### src/rtl/mux_select_elastic.sv
// Elastic N-way select: a select token forwards one data channel's token into a
// 2-entry output buffer, so a stalled consumer never stalls the inputs combinationally.
module mux_select_elastic #(
    parameter int unsigned N    = 4,
    parameter int unsigned W    = 32,
    parameter int unsigned SELW = $clog2(N)
) (
    input  logic              clk,
    input  logic              reset,
    input  logic [SELW-1:0]   sel_i,
    input  logic              sel_valid_i,
    output logic              sel_ready_o,
    input  logic [N*W-1:0]    data_i,
    input  logic [N-1:0]      data_valid_i,
    output logic [N-1:0]      data_ready_o,
    output logic [W-1:0]      out_o,
    output logic              out_valid_o,
    input  logic              out_ready_i,
    output logic              err_o
);

    localparam int unsigned NP = 1 << SELW;
    // One bit per encodable select value; set for values that name a real channel.
    localparam logic [NP-1:0] RANGE_MASK = {NP{1'b1}} >> (NP - N);

    logic [W-1:0]  mem [2];
    logic          head;
    logic [1:0]    count;
    logic          err;

    logic          space;
    logic          inrange;
    logic          fire;
    logic          drop;
    logic          pop;
    logic          tail;
    logic [NP-1:0] dv_ext;
    logic [W-1:0]  sel_data;

    // Select decode and handshakes; space comes from registered count only.
    always_comb begin
        dv_ext   = NP'(data_valid_i);
        space    = (count < 2'd2);
        inrange  = RANGE_MASK[sel_i];
        fire     = !reset && sel_valid_i && inrange && dv_ext[sel_i] && space;
        drop     = !reset && sel_valid_i && !inrange && space;
        sel_ready_o = fire || drop;
        data_ready_o = '0;
        sel_data     = '0;
        for (int unsigned k = 0; k < N; k++) begin
            data_ready_o[k] = fire && (sel_i == SELW'(k));
            if (sel_i == SELW'(k)) begin
                sel_data = data_i[k*W +: W];
            end
        end
    end

    // Buffer head view and tail slot selection.
    always_comb begin
        out_valid_o = (count != 2'd0);
        out_o       = out_valid_o ? mem[head] : '0;
        pop         = out_valid_o && out_ready_i;
        tail        = count[0] ? ~head : head;
        err_o       = err;
    end

    always_ff @(posedge clk) begin
        if (reset) begin
            count <= 2'd0;
            head  <= 1'b0;
            err   <= 1'b0;
        end else begin
            if (pop) begin
                head <= ~head;
            end
            count <= count + 2'(fire) - 2'(pop);
            if (drop) begin
                err <= 1'b1;
            end
        end
    end

    // Storage needs no reset: entries are only visible while count is non-zero.
    always_ff @(posedge clk) begin
        if (fire) begin
            mem[tail] <= sel_data;
        end
    end

endmodule

### config.mk
export PLATFORM = sky130hd
export DESIGN_NAME = mux_select_elastic
export DESIGN_NICKNAME = d
export VERILOG_FILES = /design/src/rtl/mux_select_elastic.sv
export SDC_FILE = /design/constraint.sdc
export NUM_CORES = 1
export LEC_CHECK = 0
export CORE_AREA = 3 3 99 92
export DETAILED_ROUTE_END_ITERATION = 8
export DIE_AREA = 0 0 102 95
export PLACE_DENSITY = 0.8
export SYNTH_ARGS = -nofsm -noshare
export SYNTH_HDL_FRONTEND = slang
export SYNTH_SLANG_ARGS = --single-unit
export TNS_END_PERCENT = 10
### constraint.sdc
create_clock -name clk -period 6.7 [get_ports clk]
set_clock_uncertainty 0.05 [all_clocks]
set_input_delay 1.34 -clock clk [delete_from_list [all_inputs] [get_ports clk]]
set_output_delay 1.34 -clock clk [all_outputs]
set_load 0.01 [all_outputs]
==> results of run 1 <==
-- placed cells by master, fill, tap and decap left out, drive strengths merged, types with 2 or more instances in the layout --
| cell | Yosys | routed |
|---|---|---|
| inv | 4 | 4 |
| nor3b | 2 | 2 |
| xor2 | 2 | 2 |
| buf | 13 | 3 |
| bufinv | 0 | 3 |
| ha | 2 | 2 |
| clkdlybuf4s50 | 0 | 173 |
| edfxtp | 64 | 64 |
| nand2 | 4 | 4 |
| nor3 | 2 | 2 |
| dfxtp | 4 | 4 |
| clkbuf | 3 | 9 |
| clkinv | 0 | 3 |
| nor2 | 38 | 38 |
| mux2i | 32 | 32 |
| mux4 | 33 | 33 |
-- through the flow --
| step | instance area (µm²) | cells |
|---|---|---|
| 3_5_place_dp | 5250 | 470 |
| 6_report | 5490 | 486 |
| 3_3_place_gp | 5250 | 470 |
| 4_1_cts | 5490 | 486 |
| 2_1_floorplan | 3470 | 211 |
| 5_1_grt | 5490 | 486 |
-- final cells by class --
class                   count  area share, %
clock buffers               9           2.26
clock inverters             7           2.10
inverters                   4          0.273
multi-input cells         123           24.8
flip-flops and latches     68           36.5
well taps                  99           2.26
repair buffers            176           31.9
-- cell families (layout without fill, tap and decap cells) --
logic type      count (synthesis)  count (layout)  synth area share (%)
xor+xnor                        3               3                 0.758
flops                          68              68                  57.8
other cells                     1               1                 0.108
buf+inv                        20             196                  3.43
compound gates                  1               1                 0.144
simple gates                   51              51                  6.39
mux                            65              65                  30.7
fa+ha+maj                       2               2                 0.722
-- metal layers --
| metal | GRT usage (%) | routed length (µm) | up-vias |
|---|---|---|---|
| li1 | - | - | 1166 |
| met1 | 17.3 | 2770 | 1208 |
| met2 | 32.8 | 4590 | 120 |
| met3 | 4.95 | 741 | 15 |
| met4 | 7.76 | 183 | 0 |
| met5 | 0 | 0 | - |
-- state kept, by name, indices dropped and copies added (netlist names), named ones only --
signal  flops
mem        64
count       2
head        1
-- worst min-delay path: stages (launching register included) --
cell	delay (ns)
dfxtp_1	0.35
xor2_1	0.09
nor2_1	0.08
-- where the power goes --
| part | internal, W | switching, W |
|---|---|---|
| Clock | 0.000246 | 0.000145 |
| Combinational | 0.000330 | 0.000240 |
| Sequential | 0.000523 | 0.0000540 |
| Total | 0.00110 | 0.000439 |
-- final timing paths --
path	slack, ns	end	cells after the start	from
worst max-delay path	2.09	data_ready_o[2]	5	reset
worst min-delay path	0.51	head	2	head
worst max register to register	4.54	mem[1][18]	3	count[1]
worst min register to register	0.51	head	2	head
==> results.md, run 1 <==
* First-pass GRT wire length at 12500 µm
* Vias at 2509
* Multi-input gate area at 0.00136 mm²
* Register area share after synthesis at between 50 and 60%
* Fraction of layout cells with a size suffix above 1 at roughly 14%
* DRT Pass-1 Iters at 4
* Unique masters post-synth at 24
* Count leader, synth: edfxtp_1
* Vias in the first global route at 2673
* Die Wd at 102 µm
* Synthesized net count at 351
* Area grow syn2layout at 58.4%
* Final setup fails at 0
* Core area at 0.00807 mm²
* Clock sinks at 68
* Worst-margin pin slew at 0.992 ns
* Post-synth EDFFs at 64
* Warnings from Yosys at 0
* Worst skew pair latency at ~0.33 ns
* Min Hold Slack at 0.514 ns
* FMAX at 0.217 GHz
* Nets@finish at 522
* Cts hold-fix bufs at 0
* Maxcap violations at 0
* H-tree depth at 3
* DIE AREA at ~0.0097 mm²
* Fin. max-slew vios at 0
* Total power draw at 0.00154 W
* Largest net degree at the start of global routing at 37
* Final GP Congestion at 0.730
* Worst setup margin at 2.09 ns
* Overflow after GRT at 0
* Syn avg cell area at between 15 and 20 µm²
* WL/cell at 17.0 µm
* Crit-path leading delay family: buffers and inverters
* CP Class: in -> out
* Fin. Hold Viols at 0
* Number of cell rows at 31
* Post-synth top area cell: edfxtp_1
* Area share of the largest cell type after synthesis at a little under three fifths
* Critical path required time at 5.31 ns
* Status: finished clean
* Clk buf depth at 2
* Die height at 95 µm
* Top post-synthesis cells by count: edfxtp_1, nor2_1, mux4_2
* Slew margin rel. at roughly a third
* Register Area at 0.00200 mm²
* Post-synthesis cell area at about 0.0035 mm²
* Fin util at between 60% and 70%
* Arr. time, crit path at 3.22 ns
* Clock-pin slew on the worst setup and hold paths at 0.06 ns
* Detailed Place HPWL at 6220 µm
* Final min period at roughly 4.6 ns
* CTS root buf: clkbuf_8
* IO Pins at 177
* CTS tree: done
* Final wirelength at 8280 µm
* Hold Path Class: reg -> reg
* Setup TNS at 0 ns
* N_diodes at 0
* IO buf count at 175
* Top cells by area, synth: edfxtp_1, mux4_2, mux2i_1
* RSZ-0062 raised after global routing: false
* Slowest stage cell, crit path: clkdlybuf4s50_1
* Crit-path max FO at 6
* Post-synth ARST share at 0%
* Final ANT Viol Nets at 0
* Mapped Cells at between 200 and 250
* Fillers at 601
* Post CTS Setup Buffer Count at 0
* Crit-path cells: clkdlybuf4s50_1, nor3b_1, nand2_1, nor3b_1, clkdlybuf4s50_1
* # DRC at 0
* Post-CTS Resized at 0
* Crit start category: input port
* Initial antenna violation count at 0
* Drt initial violations at 58
* GR Util All Layers at 17.3%
* Prevailing post-synth register cell: edfxtp_1
* Vias/cell at 5.16
* Crit-path max cell delay at 0.57 ns
* Period utilization at 68.8%
* Power per cell area at 280 mW/mm²
* Number of CTS-inserted buffers at 9
* Buffer and inverter count on the worst path at 2
* Placement Setup Slack at 2.13 ns
* Effective utilization at floorplan at a little over two fifths
* Maximum vdd drop at 0.181 mV
* Count of state elements after synthesis at 68
* Endpoint type of the worst setup path: output pin
* Leakage power figure at 1.86 nW
(Power assumes the default switching activity.)
==> run 2, diff against run 1 <==
--- a/config.mk
+++ b/config.mk
@@ -5,10 +5,10 @@
 export SDC_FILE = /design/constraint.sdc
 export NUM_CORES = 1
 export LEC_CHECK = 0
-export CORE_AREA = 3 3 99 92
+export CORE_AREA = 3 3 108 100
 export DETAILED_ROUTE_END_ITERATION = 8
-export DIE_AREA = 0 0 102 95
-export PLACE_DENSITY = 0.8
+export DIE_AREA = 0 0 111 103
+export PLACE_DENSITY = 0.71
 export SYNTH_ARGS = -nofsm -noshare
 export SYNTH_HDL_FRONTEND = slang
 export SYNTH_SLANG_ARGS = --single-unit
==> constraint.sdc (replaced) <==
create_clock -name clk -period 3.7 [get_ports clk]
set_clock_uncertainty 0.05 [all_clocks]
set_input_delay 0.74 -clock clk [delete_from_list [all_inputs] [get_ports clk]]
set_output_delay 0.74 -clock clk [all_outputs]
set_load 0.01 [all_outputs]
==> results.md, run 2 (synthesized netlist as in run 1, its figures left out) <==
* Status: finished clean
* Worst setup margin at 0.318 ns (-1.77 ns)
* Power per cell area at 492 mW/mm² (+76%)
* Setup TNS at 0 ns (unchanged)
* Placement Setup Slack at 0.318 ns (-1.81 ns)
* Fin. max-slew vios at 0 (unchanged)
* Die Wd at 111 µm (+8.8%)
* Final GP Congestion at 0.773 (+5.9%)
* Largest net degree at the start of global routing at 34 (-8.1%)
* Number of CTS-inserted buffers at 9 (unchanged)
* Largest registers: mem (64), count (2), head (1)
* R2r endpoint: mem[1][26]
* Hold EP: head
* GR Util All Layers at 14.7% (-2.6 points)
* Cts hold-fix bufs at 0 (unchanged)
* Number of cell rows at 34 (+9.7%)
* Leakage power figure at 1.88 nW (+1.2%)
* CP Class: in -> out
* Hold Path Class: reg -> reg
* Final min period at 3.38 ns
* Worst skew pair latency at 0.33 ns (about the same)
* Period utilization at 91.4%
* Maxcap violations at 0 (unchanged)
* Final setup fails at 0 (unchanged)
* First-pass GRT wire length at 12800 µm (+2.4%)
* Nets@finish at 527 (+0.96%)
* FF-to-FF path depth at 4 (+1)
* Max reg flops at 64 (unchanged)
* FMAX at 0.296 GHz
* Slew margin rel. at 46.3% (+12 points)
* Min-delay src: head
* Detailed Place HPWL at 6490 µm (+4.3%)
* Worst R2R Start: count[1]
* Core area at 0.00966 mm² (+20%)
* Vias in the first global route at 2653 (-0.75%)
* Arr. time, crit path at 2.59 ns (-0.63 ns)
* Maximum vdd drop at 0.226 mV (+25%)
* Fin. Hold Viols at 0 (unchanged)
* FF-to-FF setup slack at 1.71 ns (-2.83 ns)
* Fraction of layout cells with a size suffix above 1 at 15.3% (+0.84 points)
* Drt initial violations at 83 (+43%)
* Most frequent cells in the layout: clkdlybuf4s50_1, edfxtp_1, nor2_1
* CTS root buf: clkbuf_8
* Worst Hold Depth at 2 (unchanged)
* Initial antenna violation count at 0 (unchanged)
* WL/cell at 16.4 µm (-3.8%)
* Final ANT Viol Nets at 0 (unchanged)
* Post CTS Setup Buffer Count at 0 (unchanged)
* Clock-pin slew on the worst setup and hold paths at 0.07 ns (about the same)
* CTS tree: done
* IO buf count at 175 (unchanged)
* Vias at 2531 (+0.88%)
* Largest register by flop count: mem
* IO Pins at 177 (unchanged)
* Post-CTS Resized at 0 (unchanged)
* Area grow syn2layout at 60.3%
* Crit-path max FO at 6 (unchanged)
* RSZ-0062 raised after global routing: false
* Final wirelength at 8490 µm (+2.5%)
* Clk buf depth at 2 (unchanged)
* DRT Pass-1 Iters at 4 (unchanged)
* Critical path required time at 2.91 ns (-2.40 ns)
* Fin util at 57.5% (-11 points)
* # DRC at 0 (unchanged)
* Overflow after GRT at 0 (unchanged)
* Effective utilization at floorplan at 35.9% (-7.1 points)
* Crit start category: input port
* Vias/cell at 4.89 (-5.4%)
* Commonest non-fill, non-tap cell in the layout: clkdlybuf4s50_1
* Clock sinks at 68 (unchanged)
* H-tree depth at 3 (unchanged)
* N_diodes at 0 (unchanged)
* Worst-margin pin slew at 0.804 ns (-0.188 ns)
* Fillers at 795 (+32%)
* Endpoint type of the worst setup path: output pin
* Die height at 103 µm (+8.4%)
* DIE AREA at 0.0114 mm² (+18%)
-- run 2: layer usage --
layer  up-vias  track usage [%]  wire, µm
li1       1175                -         -
met1      1235             15.7      3080
met2       113             27.3      4600
met3         8             4.93       725
met4         0             5.40        79
met5         -                0         0
-- run 2: critical path, cell delays in order --
cell and delay (ns):
clkdlybuf4s50_1 0.53, or3b_1 0.42, nor4b_1 0.31, clkdlybuf4s50_1 0.60
-- run 2: power by group --
part / switching, W / internal, W / leakage (nW) / total (W)
Combinational: 0.000472 / 0.000615 / 1.16 / 0.00109
Sequential: 0.0000688 / 0.000946 / 0.614 / 0.00102
Clock: 0.000259 / 0.000374 / 0.107 / 0.000633
-- run 2: area by class of cell --
class / count / area (µm²) / area share (%)
sequential: 68 / 2000 / 36.1
multi-input combinational: 123 / 1360 / 24.5
timing repair buffer: 181 / 1810 / 32.6
clock inverter: 6 / 78.8 / 1.42
tap: 126 / 158 / 2.84
inverter: 4 / 15.0 / 0.270
clock buffer: 10 / 128 / 2.30
-- run 2: how the worst max path moves through the flow --
stage | from | to | slack (ns) | cells after the start
3_5_place_dp | reset | data_ready_o[0] | 0.32 | 4
5_1_grt | reset | data_ready_o[2] | 0.12 | 5
2_1_floorplan | sel_i[0] | mem[1][0] | 0.55 | 4
6_report | reset | data_ready_o[0] | 0.32 | 4
3_3_place_gp | reset | data_ready_o[0] | 0.40 | 4
4_1_cts | reset | data_ready_o[0] | 0.32 | 4
-- run 2: metrics by stage --
stage	power, W	area [µm²]	instances	hold slack (ns)
CTS	0.00278	5560	518	0.551
global route	0.00288	5560	518	0.575
global placement	0.00213	5350	502	0.498
finish	0.00274	5560	518	0.536
detailed placement	0.00215	5350	502	0.534
floorplan	0.00153	3470	211	0.459
==> run 3, diff against run 2 <==
--- a/config.mk
+++ b/config.mk
@@ -5,9 +5,10 @@
 export SDC_FILE = /design/constraint.sdc
 export NUM_CORES = 1
 export LEC_CHECK = 0
-export CORE_AREA = 3 3 108 100
+export ABC_CLOCK_PERIOD_IN_PS = 3700
+export CORE_AREA = 3 3 85 127
 export DETAILED_ROUTE_END_ITERATION = 8
-export DIE_AREA = 0 0 111 103
+export DIE_AREA = 0 0 88 130
 export PLACE_DENSITY = 0.71
 export SYNTH_ARGS = -nofsm -noshare
 export SYNTH_HDL_FRONTEND = slang
==> results.md, run 3 (synthesized netlist as in run 1, its figures left out) <==
* CP Class: in -> out
* FF-to-FF setup slack at 1.72 ns (about the same)
* IO Pins at 177 (unchanged)
* Fin. max-slew vios at 0 (unchanged)
* Setup TNS at 0 ns (unchanged)
* Die height at 130 µm (+26%)
* Overflow after GRT at 0 (unchanged)
* Vias in the first global route at 2687 (+1.3%)
* Largest net degree at the start of global routing at 33 (-2.9%)
* CP Launch Point: reset
* Vias at 2512 (-0.75%)
* WL/cell at 18.9 µm (+15%)
* Fraction of layout cells with a size suffix above 1 at 14.4% (-0.91 points)
* # DRC at 0 (unchanged)
* Maximum vdd drop at 0.262 mV (+16%)
* Final wirelength at 9520 µm (+12%)
* Post CTS Setup Buffer Count at 0 (unchanged)
* Number of CTS-inserted buffers at 9 (unchanged)
* Sw Pwr at 0.000829 W (+3.6%)
* Max reg flops at 64 (unchanged)
* DIE AREA at 0.0114 mm² (about the same)
* GR Util All Layers at 17.2% (+2.5 points)
* Critical path required time at 2.91 ns (about the same)
* Min Hold Slack at 0.519 ns (-0.0168 ns)
* Largest register by flop count: mem
* Crit path to: data_ready_o[0]
* Total power draw at 0.00289 W (+5.7%)
* Post-CTS Resized at 0 (unchanged)
* Core area at 0.00974 mm² (+0.91%)
* Initial antenna violation count at 3 (+3)
* Worst-margin pin slew at 0.804 ns (-0.000236 ns)
* Clock share of power at 27.4% (+4.3 points)
* Vias/cell at 4.98 (+2.0%)
* Power per cell area at 519 mW/mm² (+5.4%)
* Leakage power figure at 1.89 nW (+0.67%)
* Period utilization at 90.6% (-0.81 points)
* Arr. time, crit path at 2.56 ns (-0.03 ns)
* Most frequent cells in the layout: clkdlybuf4s50_1, edfxtp_1, nor2_1
* Worst Hold Depth at 2 (unchanged)
* Switching Fraction at 28.7% (-0.56 points)
* Final setup fails at 0 (unchanged)
* IO buf count at 175 (unchanged)
* Detailed Place HPWL at 7270 µm (+12%)
* Clock-pin slew on the worst setup and hold paths at 0.05 ns (-0.02 ns)
* RSZ-0062 raised after global routing: false
* FMAX at 0.298 GHz (+0.89%)
* Clock sinks at 68 (unchanged)
* DRT Pass-1 Iters at 4 (unchanged)
* Crit start category: input port
* CTS tree: done
* Status: finished clean
* N_diodes at 0 (unchanged)
* Worst R2R Start: count[1]
* CTS root buf: clkbuf_16
* Clk buf depth at 2 (unchanged)
* R2r endpoint: mem[0][20]
* Worst skew pair latency at 0.32 ns (about the same)
* Flop pwr share at 35.2% (-1.9 points)
* Final GP Congestion at 0.906 (+17%)
* Fin util at 57.2% (-0.38 points)
* First-pass GRT wire length at 14200 µm (+11%)
* Combinational Power Share at 37.5% (-2.2 points)
* Largest registers: mem (64), count (2), head (1)
* Commonest non-fill, non-tap cell in the layout: clkdlybuf4s50_1
* Nets@finish at 526 (-0.19%)
* Drt initial violations at 116 (+40%)
* Die Wd at 88 µm (-21%)
* Slew margin rel. at 46.4% (+0.14 points)
* Hold Path Class: reg -> reg
* Crit-path max FO at 6 (unchanged)
* Internal power at 0.00206 W (+6.5%)
* Cts hold-fix bufs at 0 (unchanged)
* FF-to-FF path depth at 2 (-2)
* Number of cell rows at 44 (+29%)
* Maxcap violations at 0 (unchanged)
* Effective utilization at floorplan at 35.6% (-0.32 points)
* Final ANT Viol Nets at 0 (unchanged)
* Area grow syn2layout at 60.7%
* H-tree depth at 3 (unchanged)
* Endpoint type of the worst setup path: output pin
* Final min period at 3.35 ns (-0.0298 ns)
* Fin. Hold Viols at 0 (unchanged)
==> run 3: worst min-delay path by stage <==
stage                         from       end  slack (ns)
after floorplan           count[1]  count[1]        0.46
after global placement    count[1]  count[1]        0.50
after detailed placement      head      flop        0.51
after CTS                     head      flop        0.52
after global routing          head      head        0.56
final                         head      flop        0.52
==> run 3: layer usage <==
metal  GRT usage (%)  vias to the layer above  part of all wire [%]
met3            6.38                       28                   8.7
met5               0                        -                  0.43
li1                -                     1172                     -
met4            9.30                        6                   3.9
met1            18.1                     1199                    34
met2            29.4                      107                    53
==> run 3: layout make-up <==
| class | instances | area (µm²) |
|---|---|---|
| fillers | 810 | 4180 |
| flip-flops and latches | 68 | 2000 |
| repair buffers | 180 | 1780 |
| multi-input cells | 123 | 1360 |
| clock buffers | 10 | 229 |
| well taps | 115 | 144 |
| clock inverters | 4 | 42.5 |
| inverters | 4 | 15.0 |
==> run 3: power groups by stage <==
stage                     Clock (W)  Combinational [W]  Sequential, W
after floorplan                   0           0.000550       0.000985
after global placement            0            0.00108        0.00103
after detailed placement          0            0.00109        0.00103
after CTS                  0.000809            0.00110        0.00102
after global routing       0.000840            0.00117        0.00103
final                      0.000791            0.00108        0.00102
==> run 3: through the flow <==
| stage | cells | area, µm² | setup WS (ns) |
|---|---|---|---|
| floorplan | 211 | 3470 | 0.553 |
| global placement | 490 | 5300 | 0.376 |
| detailed placement | 490 | 5300 | 0.315 |
| CTS | 504 | 5570 | 0.328 |
| global route | 504 | 5570 | 0.172 |
| finish | 504 | 5570 | 0.348 |
==> run 3: critical path: stages <==
cell,delay [ns]
clkdlybuf4s50_1,0.50
or3b_1,0.42
nor4b_1,0.30
clkdlybuf4s50_1,0.59
